--- src/rtl/lsb_evt_pkg.sv ---
// lsb_evt register map: bit positions, addresses and a popcount helper.
// Shared by the event-capture top and its edge detector.
package lsb_evt_pkg;

    localparam int unsigned PRESS_LSB  = 0;
    localparam int unsigned REL_LSB    = 8;
    localparam int unsigned SWI_LSB    = 16;
    localparam int unsigned CNT_LSB    = 24;
    localparam int unsigned OVF_BIT    = 31;
    localparam int unsigned EN_REL_BIT = 8;
    localparam int unsigned EN_SWI_BIT = 16;

    localparam logic ADDR_STATUS = 1'b0;
    localparam logic ADDR_CTRL   = 1'b1;

    function automatic logic [3:0] popcnt8(input logic [7:0] v);
        logic [3:0] n;
        n = '0;
        for (int i = 0; i < 8; i++) begin
            n = n + {3'b000, v[i]};
        end
        return n;
    endfunction

endpackage

--- src/rtl/lsb_evt_edge.sv ---
// Armed edge detector: prev register plus rise/fall outputs.
// The first clock after reset only loads prev, so held levels never fire.
module lsb_evt_edge #(
    parameter int W = 8
) (
    input  logic         clk,
    input  logic         rst_n,
    input  logic [W-1:0] cur,
    output logic [W-1:0] rise,
    output logic [W-1:0] fall
);

    logic         armed;
    logic [W-1:0] prev;

    always_ff @(posedge clk or negedge rst_n) begin
        if (!rst_n) begin
            armed <= 1'b0;
            prev  <= '0;
        end else begin
            armed <= 1'b1;
            prev  <= cur;
        end
    end

    assign rise = armed ? (cur & ~prev) : '0;
    assign fall = armed ? (~cur & prev) : '0;

endmodule

--- src/rtl/lsb_evt.sv ---
// Button/switch event capture: sticky W1C flags, saturating press
// counter, overflow bit and a registered maskable interrupt.
module lsb_evt
    import lsb_evt_pkg::*;
#(
    parameter int NBTN = 5,
    parameter int NSWI = 8,
    parameter int CW   = 4
) (
    input  logic            clk,
    input  logic            rst_n,
    input  logic [NBTN-1:0] btn,
    input  logic [NSWI-1:0] swi,
    input  logic            addr,
    input  logic            wr,
    input  logic [31:0]     data_in,
    output logic [31:0]     data_out,
    output logic            irq
);

    localparam int SW = CW + 4;
    localparam logic [CW-1:0] CNT_MAX = '1;

    logic [NBTN-1:0] btn_rise, btn_fall;
    logic [NSWI-1:0] swi_rise, swi_fall;

    logic [NBTN-1:0] press, press_n;
    logic [NBTN-1:0] rel, rel_n;
    logic [NSWI-1:0] swchg, swchg_n;
    logic [CW-1:0]   cnt, cnt_n;
    logic            ovf, ovf_n;
    logic [NBTN-1:0] en_press;
    logic            en_rel, en_swi;
    logic            irq_n;

    logic [31:0]     clr_st;
    logic            wr_ctrl;
    logic [NBTN-1:0] clr_press;
    logic [7:0]      rise8;
    logic [CW-1:0]   cnt_base;
    logic [SW-1:0]   sum;
    logic [31:0]     status, ctrl;

    lsb_evt_edge #(.W(NBTN)) u_btn (
        .clk  (clk),
        .rst_n(rst_n),
        .cur  (btn),
        .rise (btn_rise),
        .fall (btn_fall)
    );

    lsb_evt_edge #(.W(NSWI)) u_swi (
        .clk  (clk),
        .rst_n(rst_n),
        .cur  (swi),
        .rise (swi_rise),
        .fall (swi_fall)
    );

    assign clr_st  = (wr && addr == ADDR_STATUS) ? data_in : '0;
    assign wr_ctrl = wr && addr == ADDR_CTRL;

    // Set terms are OR-ed after the clear so a same-cycle event wins.
    always_comb begin
        clr_press = clr_st[PRESS_LSB +: NBTN];
        press_n   = (press & ~clr_press) | btn_rise;
        rel_n     = (rel & ~clr_st[REL_LSB +: NBTN]) | btn_fall;
        swchg_n   = (swchg & ~clr_st[SWI_LSB +: NSWI])
                  | swi_rise | swi_fall;
        ovf_n     = (ovf & ~clr_st[OVF_BIT])
                  | (|(btn_rise & press & ~clr_press));

        rise8             = '0;
        rise8[NBTN-1:0]   = btn_rise;
        cnt_base          = clr_st[CNT_LSB] ? '0 : cnt;
        sum               = SW'(cnt_base) + SW'(popcnt8(rise8));
        cnt_n             = (sum > SW'(CNT_MAX)) ? CNT_MAX : sum[CW-1:0];

        irq_n = (|(press & en_press))
              | (en_rel & (|rel))
              | (en_swi & (|swchg));
    end

    always_ff @(posedge clk or negedge rst_n) begin
        if (!rst_n) begin
            press    <= '0;
            rel      <= '0;
            swchg    <= '0;
            cnt      <= '0;
            ovf      <= 1'b0;
            en_press <= '0;
            en_rel   <= 1'b0;
            en_swi   <= 1'b0;
            irq      <= 1'b0;
        end else begin
            press <= press_n;
            rel   <= rel_n;
            swchg <= swchg_n;
            cnt   <= cnt_n;
            ovf   <= ovf_n;
            irq   <= irq_n;
            if (wr_ctrl) begin
                en_press <= data_in[NBTN-1:0];
                en_rel   <= data_in[EN_REL_BIT];
                en_swi   <= data_in[EN_SWI_BIT];
            end
        end
    end

    always_comb begin
        status                      = '0;
        status[PRESS_LSB +: NBTN]   = press;
        status[REL_LSB +: NBTN]     = rel;
        status[SWI_LSB +: NSWI]     = swchg;
        status[CNT_LSB +: CW]       = cnt;
        status[OVF_BIT]             = ovf;

        ctrl                        = '0;
        ctrl[NBTN-1:0]              = en_press;
        ctrl[EN_REL_BIT]            = en_rel;
        ctrl[EN_SWI_BIT]            = en_swi;
    end

    assign data_out = (addr == ADDR_STATUS) ? status : ctrl;

    logic unused_clr;
    assign unused_clr = ^clr_st;

endmodule

--- config.mk ---
export PLATFORM = sky130hd
export DESIGN_NAME = lsb_evt
export DESIGN_NICKNAME = d
export VERILOG_FILES = /design/src/rtl/lsb_evt_pkg.sv /design/src/rtl/lsb_evt_edge.sv /design/src/rtl/lsb_evt.sv
export SDC_FILE = /design/constraint.sdc
export NUM_CORES = 1
export LEC_CHECK = 0
export CAP_MARGIN = 5
export CORE_MARGIN = 2
export CORE_UTILIZATION = 60
export CTS_CLUSTER_DIAMETER = 40
export CTS_CLUSTER_SIZE = 16
export DETAILED_ROUTE_END_ITERATION = 6
export DONT_BUFFER_PORTS = 1
export PLACE_DENSITY = 0.79
export SKIP_LAST_GASP = 1
export SLEW_MARGIN = 20
export SYNTH_ARGS = -nofsm -noshare
export SYNTH_HDL_FRONTEND = slang
export SYNTH_SLANG_ARGS = --single-unit
--- constraint.sdc ---
create_clock -name clk -period 3.1 [get_ports clk]
set_input_delay 0.31 -clock clk [delete_from_list [all_inputs] [get_ports clk]]
set_output_delay 0.31 -clock clk [all_outputs]
set_load 0.05 [all_outputs]
After elaboration in Yosys (flattened, before gate mapping)
Cells that the tools add are included.
{"block": "classes", "n_bitwise": 29, "add_sub_neg": 5, "order_cmp": 1, "n_mux": 8, "n_reduce_logical": 6}
{"operator": "two-way mux 32 bit", "count": 2}
{"operator": "AND 5 bit", "count": 7}
{"operator": "AND 8 bit", "count": 3}
{"operator": "NOT 8 bit", "count": 3}
{"operator": "NOT 5 bit", "count": 4}
{"operator": "two-way mux 8 bit", "count": 2}
{"operator": "OR 8 bit", "count": 2}
{"operator": "OR reduction 5 bit", "count": 3}
{"operator": "two-way mux 5 bit", "count": 2}
{"operator": "OR 5 bit", "count": 2}
{"operator": "two-way mux 4 bit", "count": 2}
{"operator": "OR reduction 8 bit", "count": 1}
{"operator": "adder 4 x 4 -> 5 bit", "count": 1}
{"operator": "> comparator 5 x 4 -> 1 bit (second input constant)", "count": 1}
{"operator": "adder 3 x 1 -> 4 bit", "count": 1}
{"operator": "adder 4 x 1 -> 4 bit", "count": 1}
{"operator": "adder 2 x 1 -> 3 bit", "count": 1}
{"operator": "AND 1 bit", "count": 3}
{"operator": "OR 1 bit", "count": 3}
{"operator": "adder 1 x 1 -> 2 bit", "count": 1}
{"operator": "logical AND 1 bit", "count": 2}
{"operator": "NOT 1 bit", "count": 2}
{"block": "word_totals", "ff_bits": 45, "out_inout_bits": 33, "inputBits": 49}

Longest topological paths before layout
Gate-level depths: netlist (run 1).
{"block": "depth", "ltp_word": 10, "ltp_mapped": 10}

By module
Synthesis (run 1) repeated with hierarchy kept, for this count alone.
{"block": "unflattened", "hier_cells": 210, "hier_area_um2": 2348.5}
{"mod": "lsb_evt", "instances": 1, "cells_per_inst": 166, "seq_area_each_um2": 775.7, "area_each_um2": 1719.1}
{"mod": "lsb_evt_edge at u_swi", "instances": 1, "cells_per_inst": 27, "seq_area_each_um2": 225.2, "area_each_um2": 387.9}
{"mod": "lsb_evt_edge at u_btn", "instances": 1, "cells_per_inst": 17, "seq_area_each_um2": 150.1, "area_each_um2": 241.5}

Least setup slack after synthesis (run 1)
OpenSTA, ideal clock, no wires.
{"block": "synth_path", "path_kind": "register to register", "start": "reg u_btn.armed", "end": "reg cnt[2]", "t_arrival_ns": 2.717, "synth_period_minus_slack_ns": 2.854, "path_buffers": 1, "path_slack_ns": 0.246, "path_stages_with_launch": 11, "required_ns": 2.962, "path_cell_list": "dfrtp_1 buf_2 nand3b_1 fa_1 inv_1 fa_1 ha_1 fa_1 and2_1 o211ai_1 o21ai_0"}
{"block": "synth_between", "elab_chain_len": 8}
{"item": "from (decl)", "line": "lsb_evt_edge.sv:13", "rtl": "logic armed;"}
{"item": "from (signal assigned)", "line": "lsb_evt_edge.sv:18", "rtl": "armed <= 1'b0;"}
{"item": "from (signal assigned)", "line": "lsb_evt_edge.sv:21", "rtl": "armed <= 1'b1;"}
{"item": "two-way mux 5 bit *", "line": "lsb_evt_edge.sv:26", "rtl": "assign rise = armed ? (cur & ~prev) : '0;"}
{"item": "adder 1 x 1 -> 2 bit", "line": "lsb_evt_pkg.sv:20", "rtl": "n = n + {3'b000, v[i]};"}
{"item": "adder 2 x 1 -> 3 bit", "line": "lsb_evt_pkg.sv:20"}
{"item": "adder 3 x 1 -> 4 bit", "line": "lsb_evt_pkg.sv:20"}
{"item": "adder 4 x 1 -> 4 bit *", "line": "lsb_evt_pkg.sv:20"}
{"item": "adder 4 x 4 -> 5 bit *", "line": "lsb_evt.sv:76", "rtl": "sum = SW'(cnt_base) + SW'(popcnt8(rise8));"}
{"item": "> comparator 5 x 4 -> 1 bit", "line": "lsb_evt.sv:77", "rtl": "cnt_n = (sum > SW'(CNT_MAX)) ? CNT_MAX : sum[CW-1:0];"}
{"item": "two-way mux 4 bit *", "line": "lsb_evt.sv:77"}
{"item": "named net cnt_n[2]", "line": "lsb_evt.sv:30", "rtl": "logic [CW-1:0] cnt, cnt_n;"}
{"item": "to (signal assigned)", "line": "lsb_evt.sv:99", "rtl": "cnt <= cnt_n;"}
{"item": "to (decl)", "line": "lsb_evt.sv:30"}
Mark *: on every way through the listed nets, which the timed path passes. The rest lies on a longest branch.
A chain may end at the register's enable or synchronous reset.

Final worst setup path (run 1)
{"block": "layout_path", "start": "reg u_btn.prev[1]", "end": "reg cnt[1]"}
{"block": "layout_between", "elab_chain_len": 10}
{"item": "from (decl)", "line": "lsb_evt_edge.sv:14", "rtl": "logic [W-1:0] prev;"}
{"item": "from (signal assigned)", "line": "lsb_evt_edge.sv:22", "rtl": "prev <= cur;"}
{"item": "NOT 5 bit *", "line": "lsb_evt_edge.sv:26"}
{"item": "AND 5 bit *", "line": "lsb_evt_edge.sv:26"}
{"item": "two-way mux 5 bit *", "line": "lsb_evt_edge.sv:26"}
{"item": "adder 1 x 1 -> 2 bit *", "line": "lsb_evt_pkg.sv:20"}
{"item": "adder 2 x 1 -> 3 bit *", "line": "lsb_evt_pkg.sv:20"}
{"item": "adder 3 x 1 -> 4 bit *", "line": "lsb_evt_pkg.sv:20"}
{"item": "adder 4 x 1 -> 4 bit *", "line": "lsb_evt_pkg.sv:20"}
{"item": "adder 4 x 4 -> 5 bit *", "line": "lsb_evt.sv:76"}
{"item": "> comparator 5 x 4 -> 1 bit", "line": "lsb_evt.sv:77"}
{"item": "two-way mux 4 bit *", "line": "lsb_evt.sv:77"}
{"item": "named net cnt_n[1]", "line": "lsb_evt.sv:30"}
Marks and branches as above.

==> results of run 1 <==
sequential cells by signal, indices dropped and copies added, names as in the netlist, 4 cells and up:
name	cells
cnt	4
press	5
rel	5
en_press	5
swchg	8
u_swi.prev	8
u_btn.prev	5
cell type report:
cell class	count	area share
multi-input cells	144	0.393
flip-flops and latches	45	0.458
clock inverters	2	0.00609
well taps	46	0.0234
clock buffers	6	0.0168
repair buffers	25	0.0955
inverters	5	0.00762
timing repair:
item                                   4_1_cts  5_1_grt
pin swaps                                    0        5
setup endpoints to repair                    1        3
endpoints found under the hold margin       58        0
resized for setup                            1        2
setup buffers                                0        8
hold buffers                                15        0
worst max-delay path, stage by stage, from the launching register on:
cell	delay, ps
sky130_fd_sc_hd__dfrtp_1	400
sky130_fd_sc_hd__nand3b_1	220
sky130_fd_sc_hd__fa_1	560
sky130_fd_sc_hd__inv_1	50
sky130_fd_sc_hd__fa_1	450
sky130_fd_sc_hd__ha_2	220
sky130_fd_sc_hd__fa_2	360
sky130_fd_sc_hd__and2_1	160
sky130_fd_sc_hd__o211ai_1	260
sky130_fd_sc_hd__buf_4	160
sky130_fd_sc_hd__nand2b_1	50
where the power goes:
group	switching [mW]	internal (mW)	leakage [nW]
combinational	0.327	0.163	0.562
sequential	0.0658	0.676	0.512
clock	0.191	0.0887	0.0245
total	0.584	0.928	1.10
layer usage:
| metal | up-vias | share of wire |
|---|---|---|
| met5 | - | 0 |
| li1 | 712 | - |
| met2 | 56 | 0.51 |
| met3 | 5 | 0.066 |
| met1 | 749 | 0.41 |
| met4 | 0 | 0.014 |
path summary, 6_finish.rpt:
kind | startpoint | endpoint | slack (ps) | cells after the start
max | u_btn.prev[1] | cnt[1] | 110 | 10
min reg2reg | rel[1] | rel[1] | 520 | 2
min | btn[0] | rel[0] | 30 | 1
max in group asynchronous | rst_n | cnt[3] | 2480 | 2
max reg2reg | u_btn.prev[1] | cnt[1] | 110 | 10
min in group asynchronous | rst_n | en_press[3] | 410 | 2
cells in the mapped netlist (2+ instances only):
cell,count,area [um^2]
sky130_fd_sc_hd__a22o_1,8,70.1
sky130_fd_sc_hd__a21o_1,2,15.0
sky130_fd_sc_hd__nor2b_1,17,106
sky130_fd_sc_hd__mux2_2,11,124
sky130_fd_sc_hd__fa_1,3,60.1
sky130_fd_sc_hd__dfrtp_1,45,1130
sky130_fd_sc_hd__nand4_1,2,12.5
sky130_fd_sc_hd__clkbuf_1,2,7.51
sky130_fd_sc_hd__a211o_1,2,17.5
sky130_fd_sc_hd__buf_4,10,75.1
sky130_fd_sc_hd__a21oi_1,2,10.0
sky130_fd_sc_hd__buf_2,2,10.0
sky130_fd_sc_hd__nand2b_1,2,12.5
sky130_fd_sc_hd__nand2_1,39,146
sky130_fd_sc_hd__and3b_1,2,17.5
sky130_fd_sc_hd__buf_6,2,22.5
sky130_fd_sc_hd__or4_1,3,22.5
sky130_fd_sc_hd__and2_1,4,25.0
sky130_fd_sc_hd__nand3b_1,3,22.5
sky130_fd_sc_hd__xor2_1,8,70.1
sky130_fd_sc_hd__o21ai_0,10,50.1
sky130_fd_sc_hd__ha_1,4,50.1
sky130_fd_sc_hd__inv_1,5,18.8
sky130_fd_sc_hd__conb_1,2,7.51
kinds of logic after synthesis:
logic type	after synthesis	share of synthesized area
AOI/OAI and AO/OA	32	0.102
buffers and inverters	21	0.0610
muxes	11	0.0565
xor gates and xnor gates	8	0.0319
other	2	0.00342
DFF	45	0.513
and+or+nand+nor	76	0.182
adders and majority gates	7	0.0502
==> run summary, run 1 <==
### Placement
- Worst Setup Slack post-DPL: 15.5 ps
- placed wire-length estimate after detailed placement: 3110 um
- post-placement cell count: 242
- global placement routability congestion: 0.789
- count of buffers inserted at the top-level ports: 0
- instance area after placement: 2180 um^2

### STA
- clock period minus final worst setup slack: 2990 ps
- count of final hold-check violations: 0
- hold slack final: 30.5 ps
- fin. max-slew vios: 0
- post-route setup slack: 108 ps
- Fmax achieved: 0.334 GHz
- number of failing setup endpoints in the final timing report: 0
- final total negative setup slack: 0 ps
- share of the clock period used by the worst path after layout: 0.965
- actual slew at the worst max-slew pin: 992 ps
- Max Clock Skew: 10.2 ps
- headroom to the max-slew limit: 0.334

### Setup path
- CP Class: reg -> reg
- largest fanout on the critical path: 3
- critical path required time: 3360 ps
- crit path launch type: register
- signal arrival time at the worst endpoint: 3250 ps
- kind of end point of the critical path: register

### Worst hold path
- worst min-delay path class: in -> reg

### Global route
- global routing usage on met1: 0.304
- pin count of the biggest net entering global routing: 46
- GRT met3 Usage: 0.0642
- via count of the first global-routing pass: 1571
- overall overflow remaining after global route: 0
- Top Usage Layer GRT: met2
- first-pass GRT wire length: 7500 um
- initial antenna violation count: 0
- met2 usage in global routing: 0.401
- aggregate global-route resource usage: 0.241

### CTS
- clock insertion delay at the later pin of the skew report: 360 ps
- total clock buffers created by CTS: 5
- CTS tree: built
- buffer cell driving the clock tree root: sky130_fd_sc_hd__clkbuf_4
- CTS Buffer Depth: 2
- clock input transition at the sequential cells of the worst setup and hold paths: 130 ps
- maximum level of the CTS H-tree: 2
- TritonCTS sink count: 45

### Finish
- combined area of the multi-input logic cells: 968 um^2
- final-stage net count: 282
- commonest cells after routing, fill and taps aside: 44 x sky130_fd_sc_hd__dfrtp_1, 39 x sky130_fd_sc_hd__nand2_1, 17 x sky130_fd_sc_hd__nor2b_1
- most common cell after layout, fill and taps aside: sky130_fd_sc_hd__dfrtp_1
- fin area: 2460 um^2
- number of filler instances in the final layout: 240
- fraction of layout cells with a size suffix above 1: 0.150
- antenna fix cells: 0
- final standard cell count with taps included and fillers excluded: 273
- Area Growth Syn to Fin: 12.3%
- final core utilization: 0.721
- Reg area: 1130 um^2

### Die
- Die Ht: 64.5 um
- floorplan die width: 64.5 um
- Core Region: 3420 um^2
- I/O pins: 82
- Site Rows: 21
- Starting Density: 0.642
- Die Area: 4160 um^2

### Logic synthesis
- dominant synthesized flop cell: sky130_fd_sc_hd__dfrtp_1
- Mapped Cells: 202
- number of enable flip-flop cells after synthesis: 0
- yosys synthesis warning count: 0
- Synth cell types: 36
- Seq/Total Area, Yosys: 0.513
- number of synthesized register bits: 45
- Async S/R FF share, synth: 1.00
- post-synthesis average cell area: 10.9 um^2
- post-synthesis instance area: 2190 um^2

### Route
- via count: 1522
- Initial DRT Pass Iterations: 4
- Vias/cell: 5.58
- detailed-route DRC error count: 0
- number of nets with antenna violations after routing: 0
- routed length per placed instance: 16.6 um
- drt first-iter violations: 121
- drt total wl: 4520 um

### Power
- standby leakage power: 1.10 nW
- overall power after layout: 1.51 mW
- power density of the placed cells: 613 nW/um^2
- maximum resistive drop on vdd: 0.387 mV

### Outcome
- run status: completed

### Flow run
- max capacitance violation total: 0

No activity file was read; power rests on OpenSTA's default activity.
==> run 2, diff against run 1 <==
--- a/config.mk
+++ b/config.mk
@@ -12,6 +12,7 @@
 export CTS_CLUSTER_SIZE = 16
 export DETAILED_ROUTE_END_ITERATION = 6
 export DONT_BUFFER_PORTS = 1
+export GPL_TIMING_DRIVEN = 1
 export PLACE_DENSITY = 0.79
 export SKIP_LAST_GASP = 1
 export SLEW_MARGIN = 20
==> results of run 2 <==
Same layout as run 1: the final DEF is identical, and so are final timing and power.
